===== src/rtl/u_if_prefetch.sv =====
// u_if_prefetch: prefetching instruction fetch stage.
// Pulls 32-bit words from instruction memory into a DEPTH-word queue
// and hands one instruction per cycle to decode, with stall and redirect.
// Optional macro U_IF_RVC_EN: when defined, 16-bit compressed instructions
// are realigned across word boundaries. When undefined, every instruction
// is one 32-bit word and the halfword aligner is not built.
module u_if_prefetch #(
  parameter int unsigned     XLEN     = 32,
  parameter int unsigned     DEPTH    = 4,
  parameter logic [XLEN-1:0] RESET_PC = '0
) (
  input  logic            clk_i,
  input  logic            rst_i,
  output logic            mem_req_o,
  output logic [XLEN-3:0] mem_addr_o,
  input  logic            mem_busywait_i,
  input  logic [31:0]     mem_rdata_i,
  input  logic            stall_i,
  input  logic            branching_i,
  input  logic [XLEN-2:0] branch_pc_i,
  output logic            instr_valid_o,
  output logic [31:0]     instr_o,
  output logic            is_long_o,
  output logic [XLEN-2:0] pc_o
);

  localparam int unsigned   PW       = $clog2(DEPTH);
  localparam int unsigned   CW       = PW + 1;
  localparam logic [CW-1:0] FULL_CNT = CW'(DEPTH);
  localparam logic [PW-1:0] PTR_ONE  = PW'(1'b1);
  localparam logic [XLEN-3:0] FA_ONE = {{(XLEN-3){1'b0}}, 1'b1};

`ifdef U_IF_RVC_EN
  localparam logic            RESET_OFF = RESET_PC[1];
  localparam logic [XLEN-2:0] RESET_HPC = RESET_PC[XLEN-1:1];
  localparam logic [CW-1:0]   CNT_TWO   = CW'(2'd2);
`else
  localparam logic [XLEN-2:0] RESET_HPC = {RESET_PC[XLEN-1:2], 1'b0};
`endif

  logic [31:0]     queue_r [DEPTH];
  logic [PW-1:0]   rd_ptr_r;
  logic [PW-1:0]   wr_ptr_r;
  logic [CW-1:0]   count_r;
  logic [XLEN-3:0] fetch_addr_r;
  logic [XLEN-2:0] pc_r;
  logic            run_r;

  logic [31:0]     word0_s;
  logic [31:0]     instr_s;
  logic            long_s;
  logic            avail_s;
  logic            consume_s;
  logic            push_s;
  logic            pop_s;
  logic [XLEN-2:0] pc_step_s;

  // A word is taken whenever a request meets a ready memory; a redirect
  // in the same cycle throws it away.
  assign mem_req_o  = run_r && (count_r < FULL_CNT);
  assign push_s     = mem_req_o && !mem_busywait_i;
  assign mem_addr_o = fetch_addr_r;
  assign pc_o       = pc_r;
  assign word0_s    = queue_r[rd_ptr_r];
  assign consume_s  = avail_s && !stall_i && !branching_i;

  assign instr_valid_o = avail_s;
  assign instr_o       = avail_s ? instr_s : 32'h0000_0000;

`ifdef U_IF_RVC_EN
  logic            off_r;
  logic            off_nxt_s;
  logic [PW-1:0]   rd_nxt_s;
  logic [31:0]     word1_s;
  logic [15:0]     head_half_s;

  assign rd_nxt_s  = rd_ptr_r + PTR_ONE;
  assign word1_s   = queue_r[rd_nxt_s];
  assign is_long_o = avail_s && long_s;

  // Realign the queue head into one compressed or long instruction
  always_comb begin
    head_half_s = off_r ? word0_s[31:16] : word0_s[15:0];
    long_s      = (head_half_s[1:0] == 2'b11);
    instr_s     = 32'h0000_0000;
    avail_s     = 1'b0;
    if (count_r == {CW{1'b0}}) begin
      avail_s = 1'b0;
    end else if (!long_s) begin
      avail_s = 1'b1;
      instr_s = {16'h0000, head_half_s};
    end else if (!off_r) begin
      avail_s = 1'b1;
      instr_s = word0_s;
    end else if (count_r >= CNT_TWO) begin
      avail_s = 1'b1;
      instr_s = {word1_s[15:0], word0_s[31:16]};
    end else begin
      avail_s = 1'b0;
    end
  end

  // Halfword advance of a consume: a word is released when the
  // instruction ends on or crosses its upper half
  always_comb begin
    pc_step_s = {{(XLEN-3){1'b0}}, long_s, ~long_s};
    pop_s     = 1'b0;
    off_nxt_s = off_r;
    if (consume_s) begin
      pop_s     = long_s | off_r;
      off_nxt_s = long_s ? off_r : ~off_r;
    end else begin
      pop_s     = 1'b0;
      off_nxt_s = off_r;
    end
  end

  // Halfword offset into the head word
  always_ff @(posedge clk_i or negedge rst_i) begin
    if (!rst_i) begin
      off_r <= RESET_OFF;
    end else if (branching_i) begin
      off_r <= branch_pc_i[0];
    end else begin
      off_r <= off_nxt_s;
    end
  end
`else
  logic unused_branch_half_s;

  assign unused_branch_half_s = branch_pc_i[0];
  assign is_long_o            = run_r;

  // Whole-word instructions: the head word is the instruction
  always_comb begin
    long_s    = 1'b1;
    instr_s   = word0_s;
    avail_s   = (count_r != {CW{1'b0}});
    pop_s     = consume_s;
    pc_step_s = {{(XLEN-3){1'b0}}, 2'b10};
  end
`endif

  // Queue storage; only entries covered by count_r are meaningful
  always_ff @(posedge clk_i) begin
    if (push_s && !branching_i) begin
      queue_r[wr_ptr_r] <= mem_rdata_i;
    end
  end

  // Queue pointers, occupancy, fetch address, pc and run flag
  always_ff @(posedge clk_i or negedge rst_i) begin
    if (!rst_i) begin
      run_r        <= 1'b0;
      rd_ptr_r     <= {PW{1'b0}};
      wr_ptr_r     <= {PW{1'b0}};
      count_r      <= {CW{1'b0}};
      fetch_addr_r <= RESET_PC[XLEN-1:2];
      pc_r         <= RESET_HPC;
    end else if (branching_i) begin
      run_r        <= 1'b1;
      rd_ptr_r     <= {PW{1'b0}};
      wr_ptr_r     <= {PW{1'b0}};
      count_r      <= {CW{1'b0}};
      fetch_addr_r <= branch_pc_i[XLEN-2:1];
`ifdef U_IF_RVC_EN
      pc_r         <= branch_pc_i;
`else
      pc_r         <= {branch_pc_i[XLEN-2:1], 1'b0};
`endif
    end else begin
      run_r <= 1'b1;
      if (push_s) begin
        wr_ptr_r     <= wr_ptr_r + PTR_ONE;
        fetch_addr_r <= fetch_addr_r + FA_ONE;
      end
      if (pop_s) begin
        rd_ptr_r <= rd_ptr_r + PTR_ONE;
      end
      count_r <= count_r + CW'(push_s) - CW'(pop_s);
      if (consume_s) begin
        pc_r <= pc_r + pc_step_s;
      end
    end
  end

endmodule


===== config.mk =====
export PLATFORM = sky130hd
export DESIGN_NAME = u_if_prefetch
export DESIGN_NICKNAME = d
export VERILOG_FILES = /design/src/rtl/u_if_prefetch.sv
export SDC_FILE = /design/constraint.sdc
export NUM_CORES = 1
export LEC_CHECK = 0
export ABC_CLOCK_PERIOD_IN_PS = 3100
export BUFFER_PORTS_ARGS = -buffer_cell sky130_fd_sc_hd__buf_2
export CAP_MARGIN = 20
export CORE_MARGIN = 2
export CORE_UTILIZATION = 55
export CTS_BUF_LIST = sky130_fd_sc_hd__clkbuf_16
export CTS_CLUSTER_DIAMETER = 150
export DETAILED_ROUTE_END_ITERATION = 10
export PLACE_DENSITY = 0.79
export SYNTH_ARGS = -nofsm -noshare
export SYNTH_HDL_FRONTEND = slang
export SYNTH_SLANG_ARGS = --single-unit

===== constraint.sdc =====
create_clock -name clk_i -period 3.1 [get_ports clk_i]
set_input_delay 0.155 -clock clk_i [delete_from_list [all_inputs] [get_ports clk_i]]
set_output_delay 0.155 -clock clk_i [all_outputs]
set_load 0.02 [all_outputs]

==> results of run 1 <==
## metrics by stage
step	power (mW)	utilization (%)	instances	hold WS, ns	worst slack, ns
finish	7.17	68.9	1069	0.0115	0.315
global route	7.50	68.9	1069	0.00424	0.168
CTS	7.21	68.9	1069	0.000596	0.272
detailed placement	5.10	62.8	997	0.319	0.519
global placement	5.04	62.8	997	0.312	0.688
floorplan	4.42	-	640	-0.141	0.786
## flip-flops by register name, indices dropped and copies added, names as in the netlist
| register | cells |
|---|---|
| queue_r | 128 |
| mem_addr_o | 30 |
| pc_o | 30 |
| count_r | 3 |
| rd_ptr_r | 2 |
| wr_ptr_r | 2 |
| is_long_o | 1 |
## power breakdown
| group | switching (mW) | internal, mW |
|---|---|---|
| logic | 1.11 | 0.825 |
| clock network | 1.02 | 1.07 |
| registers | 0.212 | 2.94 |
## worst min path at each step
stage / slack [ns] / startpoint / end
3_5_place_dp: 0.32 / rst_i / mem_addr_o[29]
3_3_place_gp: 0.31 / rst_i / mem_addr_o[27]
6_report: 0.01 / branch_pc_i[11] / mem_addr_o[10]
2_1_floorplan: -0.14 / rst_i / count_r[0]
4_1_cts: 0.0006 / branch_pc_i[11] / mem_addr_o[10]
5_1_grt: 0.004 / branch_pc_i[11] / mem_addr_o[10]
## synth_stat cells, drive strengths merged (4+ instances only)
cell / number
edfxtp: 128
dfrtp: 68
nor2: 39
and2: 34
mux4: 32
a31oi: 30
clkbuf: 28
nand2: 27
or4: 24
o31ai: 21
nand4: 17
inv: 16
nand3: 15
xnor2: 15
and3: 14
o21ai: 14
a21oi: 11
nor3: 11
mux2: 10
and4: 9
buf: 8
ha: 8
or3: 8
nor2b: 6
nor4: 5
a311oi: 4
nor3b: 4
xor2: 4
## cell type report
type | count | area share [%]
Sequential cell | 196 | 51.0
Inverter | 17 | 0.587
Tap cell | 216 | 2.49
Timing Repair Buffer | 217 | 12.5
Clock buffer | 17 | 3.91
Multi-Input combinational cell | 391 | 28.1
Clock inverter | 15 | 1.28
## placed cells by master, fill, tap and decap left out, drive strengths merged, types with 14 or more instances in the layout
cell type and n:
edfxtp 128, and3 14, a31oi 30, and2 34
inv 25, o31ai 21, nand3 15, xnor2 15
mux4 32, or4 24, clkbuf 17, o21ai 14
nand2 27, nor2 39, nand4 17, buf 177
dlygate4sd3 40, dfrtp 68
## logic make-up (layout without fill, tap and decap cells)
group | count (synthesis) | after routing | share of synthesized area (%)
AO/OA/AOI/OAI | 92 | 92 | 6.88
XOR/XNOR | 19 | 19 | 1.89
adder cells (fa/ha/maj) | 9 | 9 | 1.36
buffers and inverters | 53 | 266 | 2.30
flip-flops | 196 | 196 | 63.0
multiplexers | 45 | 45 | 9.80
other | 2 | 2 | 0.0853
AND/OR/NAND/NOR | 224 | 224 | 14.7
## worst max-delay path, stage by stage (launching register included)
cell and delay, ns:
dfrtp_1 0.46, nor3_1 0.65, inv_1 0.38, buf_4 0.35
and2_1 0.19, buf_2 0.16
## routing by layer
metal  global-route usage, %  routed length [um]  vias to the layer above
met3                    4.03                1170                       25
met4                    7.26                 327                        0
met1                    34.3                8530                     3197
met5                       0                   0                        -
li1                        -                   -                     2900
met2                    41.0               10500                      228
==> impl_metrics.toml, run 1 <==
[critical_path]
critPathRequiredTime_ns = 2.94
r2r_end = "pc_o[30]"
ff2ff_path_depth = 5
cp-startpoint = "count_r[2]"
crit_path_end = "instr_o[27]"
crit_type = "reg -> out"
crit_arrival_ns = 2.63
crit_fanout = 30
critPathLaunchType = "register"
rr_startpoint = "count_r[2]"
r2r_slack_ns = 0.50
cp-end-kind = "output pin"

[final_layout]
nFillCells = 1113
multiInputGateArea_um2 = 3060
regArea_um2 = 5550
drive_above_1_share_pct = 29.9
final_cell_area_um2 = 10900
syn_to_final_growth_pct = 23.4
num_antenna_cells = 0
fin_nets = 917

[route]
dr.pass1.iters = 5
via_per_inst = 5.94
wirelength_um = 20500
vias = 6350
drc = 0
ant_nets = 0
wl_per_cell_um = 19.2
initialDrtViolationCount = 553

[global_routing]
grt_pass1_wl_um = 31900
grt_util_all_layers_pct = 24.7
grt_overflow = 0
grt_max_degree = 37
grt_pass1_vias = 6109
grt_antenna_before_repair = 0

[clocking]
clk-insertion-delay-late_ns = 0.43
post-cts-setup-buffers = 0
max-clock-path-buffers = 2
cts.hold.buffers_added = 40
cts.sinks = 196
cts_tree = "built"
cts_resized = 0
root_buffer = "clkbuf_16"
htreeDepth = 4
path_clk_slew_ns = 0.07
numCtsBuffers = 17

[logic_synthesis]
ys.flop_type = "edfxtp_1"
synthCells = 640
avgSynthCellArea_um2 = 13.8
ys_types = 51
synth_edf_count = 128
netlist_area_um2 = 8810
synth-async-reset-ratio_pct = 34.7
ys_warn_count = 0
synth.largest_area_cell = "edfxtp_1"
synth-seq-area-share_pct = 63.0
synthTopCellsByArea = "edfxtp_1, dfrtp_1, mux4_2"
synth_nets = 717
synth_seq_cells = 196
netlist.area_leader.share_pct = 43.6

[pwr]
p_leak_nw = 4.13
p_per_area_nw_per_um2 = 660
ir_drop_uv = 430

[run_status]
status = "completed"

[floorplanning]
boundaryPins = 164
core_um2 = 15800
rows = 46
initial_core_util_pct = 55.8
die_w_um = 131
dieArea_um2 = 17000
die_height_um = 131

[min_path]
hold_path.class = "in -> reg"
hold_depth = 3

[sta]
slew_headroom_pct = 40.1
slew_viol_final = 0
hold_viol = 0
post-route-min-period_ns = 2.79
worst_slew_pin_slew_ns = 0.898
setup_viol = 0
finalCritPeriodShare_pct = 89.9
tns_ns = 0
max_freq_ghz = 0.359
clock_skew_ns = 0.00759
rsz0062_at_grt = "no"

[place]
port-buffer-count = 161
globalplace.congestion = 0.868
dpl.hpwl_um = 13900
placed_area_um2 = 9900

[job]
maxCapViolCount = 0
Note: power is estimated with default switching activity, not from simulation.
==> run 2, diff against run 1 <==
==> constraint.sdc (replaced) <==
create_clock -name clk_i -period 3.1 [get_ports clk_i]
set_input_delay 0.155 -clock clk_i [delete_from_list [all_inputs] [get_ports clk_i]]
set_output_delay 0.155 -clock clk_i [all_outputs]
set_load 0.1 [all_outputs]
==> run 2 against run 1 <==
  * Combinational power grew 96%
  * Non-clock buffer count shrank 3
  * Critical path depth is the same
  * Cell count shrank 0.28%
  * Highest routed layer unchanged
==> impl_metrics.toml, run 2 (synthesized netlist as in run 1, its figures left out) <==
[clocking]
root_buffer = "clkbuf_16"
cts_tree = "built"
max-clock-path-buffers = 2
clk-insertion-delay-late_ns = 0.43
numCtsBuffers = 17
path_clk_slew_ns = 0.07
post-cts-setup-buffers = 0
htreeDepth = 4
cts.sinks = 196

[sta]
max_freq_ghz = 0.381
finalCritPeriodShare_pct = 84.6
hold_viol = 0
setup_viol = 0
slew_headroom_pct = 43.6
tns_ns = 0
slew_viol_final = 0
rsz0062_at_grt = "no"
worst_slew_pin_slew_ns = 0.846
post-route-min-period_ns = 2.62
clock_skew_ns = 0.0126

[final_layout]
largest_reg_flops = 128
fin_nets = 914
finish.utilization_pct = 69.0
final_cell_mix = "buf_2, edfxtp_1, dfrtp_1, nor2_1, dlygate4sd3_1"
final_common_cell = "buf_2"
num_antenna_cells = 0
drive_above_1_share_pct = 29.9
regMostFlops = "queue_r"
syn_to_final_growth_pct = 23.5

[pwr]
p_int_mw = 4.97
clockPowerShare_pct = 24.1
power_frac_seq_pct = 34.5
swShare_pct = 45.7
pwr-share-comb_pct = 41.5
p_leak_nw = 4.13
p_per_area_nw_per_um2 = 841
switching_power_mw = 4.18
ir_drop_uv = 679

[critical_path]
path_cells = "nor3_2, inv_1, buf_4, and2_1, buf_2"
cp-end-kind = "output pin"
critPathLaunchType = "register"
critPathRequiredTime_ns = 2.94
crit_fanout = 31
crit_arrival_ns = 2.47
rr_startpoint = "count_r[2]"
crit_type = "reg -> out"
slowest_delay_ns = 0.48
cp-startpoint = "count_r[2]"
cpMaxStageDelayCell = "dfrtp_1"

[global_routing]
grt_pass1_wl_um = 32000
grt_pass1_vias = 6249
grt_overflow = 0
grt_util_all_layers_pct = 24.7
grt_max_degree = 37
grt_antenna_before_repair = 0

[route]
dr.pass1.iters = 5
vias = 6367
via_per_inst = 5.97
initialDrtViolationCount = 463
wl_per_cell_um = 19.4
ant_nets = 0
drc = 0
wirelength_um = 20700

[floorplanning]
die_w_um = 131
dieArea_um2 = 17000
rows = 46
initial_core_util_pct = 55.8
boundaryPins = 164
core_um2 = 15800
die_height_um = 131

[min_path]
hold_start = "branch_pc_i[5]"
hold_path.class = "in -> reg"

[place]
port-buffer-count = 161
globalplace.congestion = 0.873
dpl.hpwl_um = 14000

[run_status]
status = "completed"

[job]
maxCapViolCount = 0
-- run 2: worst paths after layout --
check	slack, ns	endpoint	cells past startpoint
worst max-delay path	0.48	instr_o[31]	5
max in group asynchronous	2.06	mem_addr_o[9]	3
min in group asynchronous	0.37	mem_addr_o[27]	2
worst min register to register	0.57	wr_ptr_r[1]	2
worst max register to register	0.56	pc_o[30]	5
worst min-delay path	0.01	pc_o[5]	3
-- run 2: worst max-delay path, delay by kind of cell, from the launching register on --
| kind | cells | cell delay [ns] |
|---|---|---|
| buffers and inverters | 3 | 0.92 |
| flip-flops | 1 | 0.48 |
| AND/OR/NAND/NOR | 2 | 0.62 |
-- run 2: per-layer routing --
layer	share of wire, %	routed length, um	vias to the layer above	track usage (%)
met5	0	0	-	0
met3	4.8	994	38	3.79
met1	41	8480	3209	33.2
met2	52	10700	235	41.4
met4	2.4	493	0	8.95
li1	-	-	2885	-
-- run 2: stage by stage --
stage                     cell area [um2]  hold slack [ns]  cells  power, mW  setup WS, ns
after detailed placement             9900            0.307    996       6.96         0.543
after global routing                10900          0.00118   1066       9.45         0.354
after CTS                           10900          0.00263   1066       9.17         0.170
after global placement               9900            0.305    996       6.89         0.678
after floorplan                      8810           -0.141    640       6.26         0.196
final                               10900           0.0140   1066       9.15         0.477
-- run 2: power by group through the flow --
stage | Combinational (mW) | Sequential, mW | Clock (mW)
final | 3.79 | 3.15 | 2.20
after global routing | 3.95 | 3.18 | 2.32
after CTS | 3.80 | 3.15 | 2.22
after detailed placement | 3.76 | 3.20 | 0
after global placement | 3.71 | 3.19 | 0
after floorplan | 2.47 | 3.79 | 0
-- run 2: area by class of cell --
cell class / instances / area (um2)
clock inverter: 15 / 169
sequential: 196 / 5550
inverter: 17 / 63.8
clock buffer: 17 / 425
timing repair buffer: 214 / 1340
multi-input combinational: 391 / 3060
tap: 216 / 270
fill: 1149 / 4890
-- run 2: repair_timing --
item,in CTS,in global routing
hold endpoints to repair,172,0
hold buffers,38,0
setup endpoints to repair,0,9
resized for setup,0,1
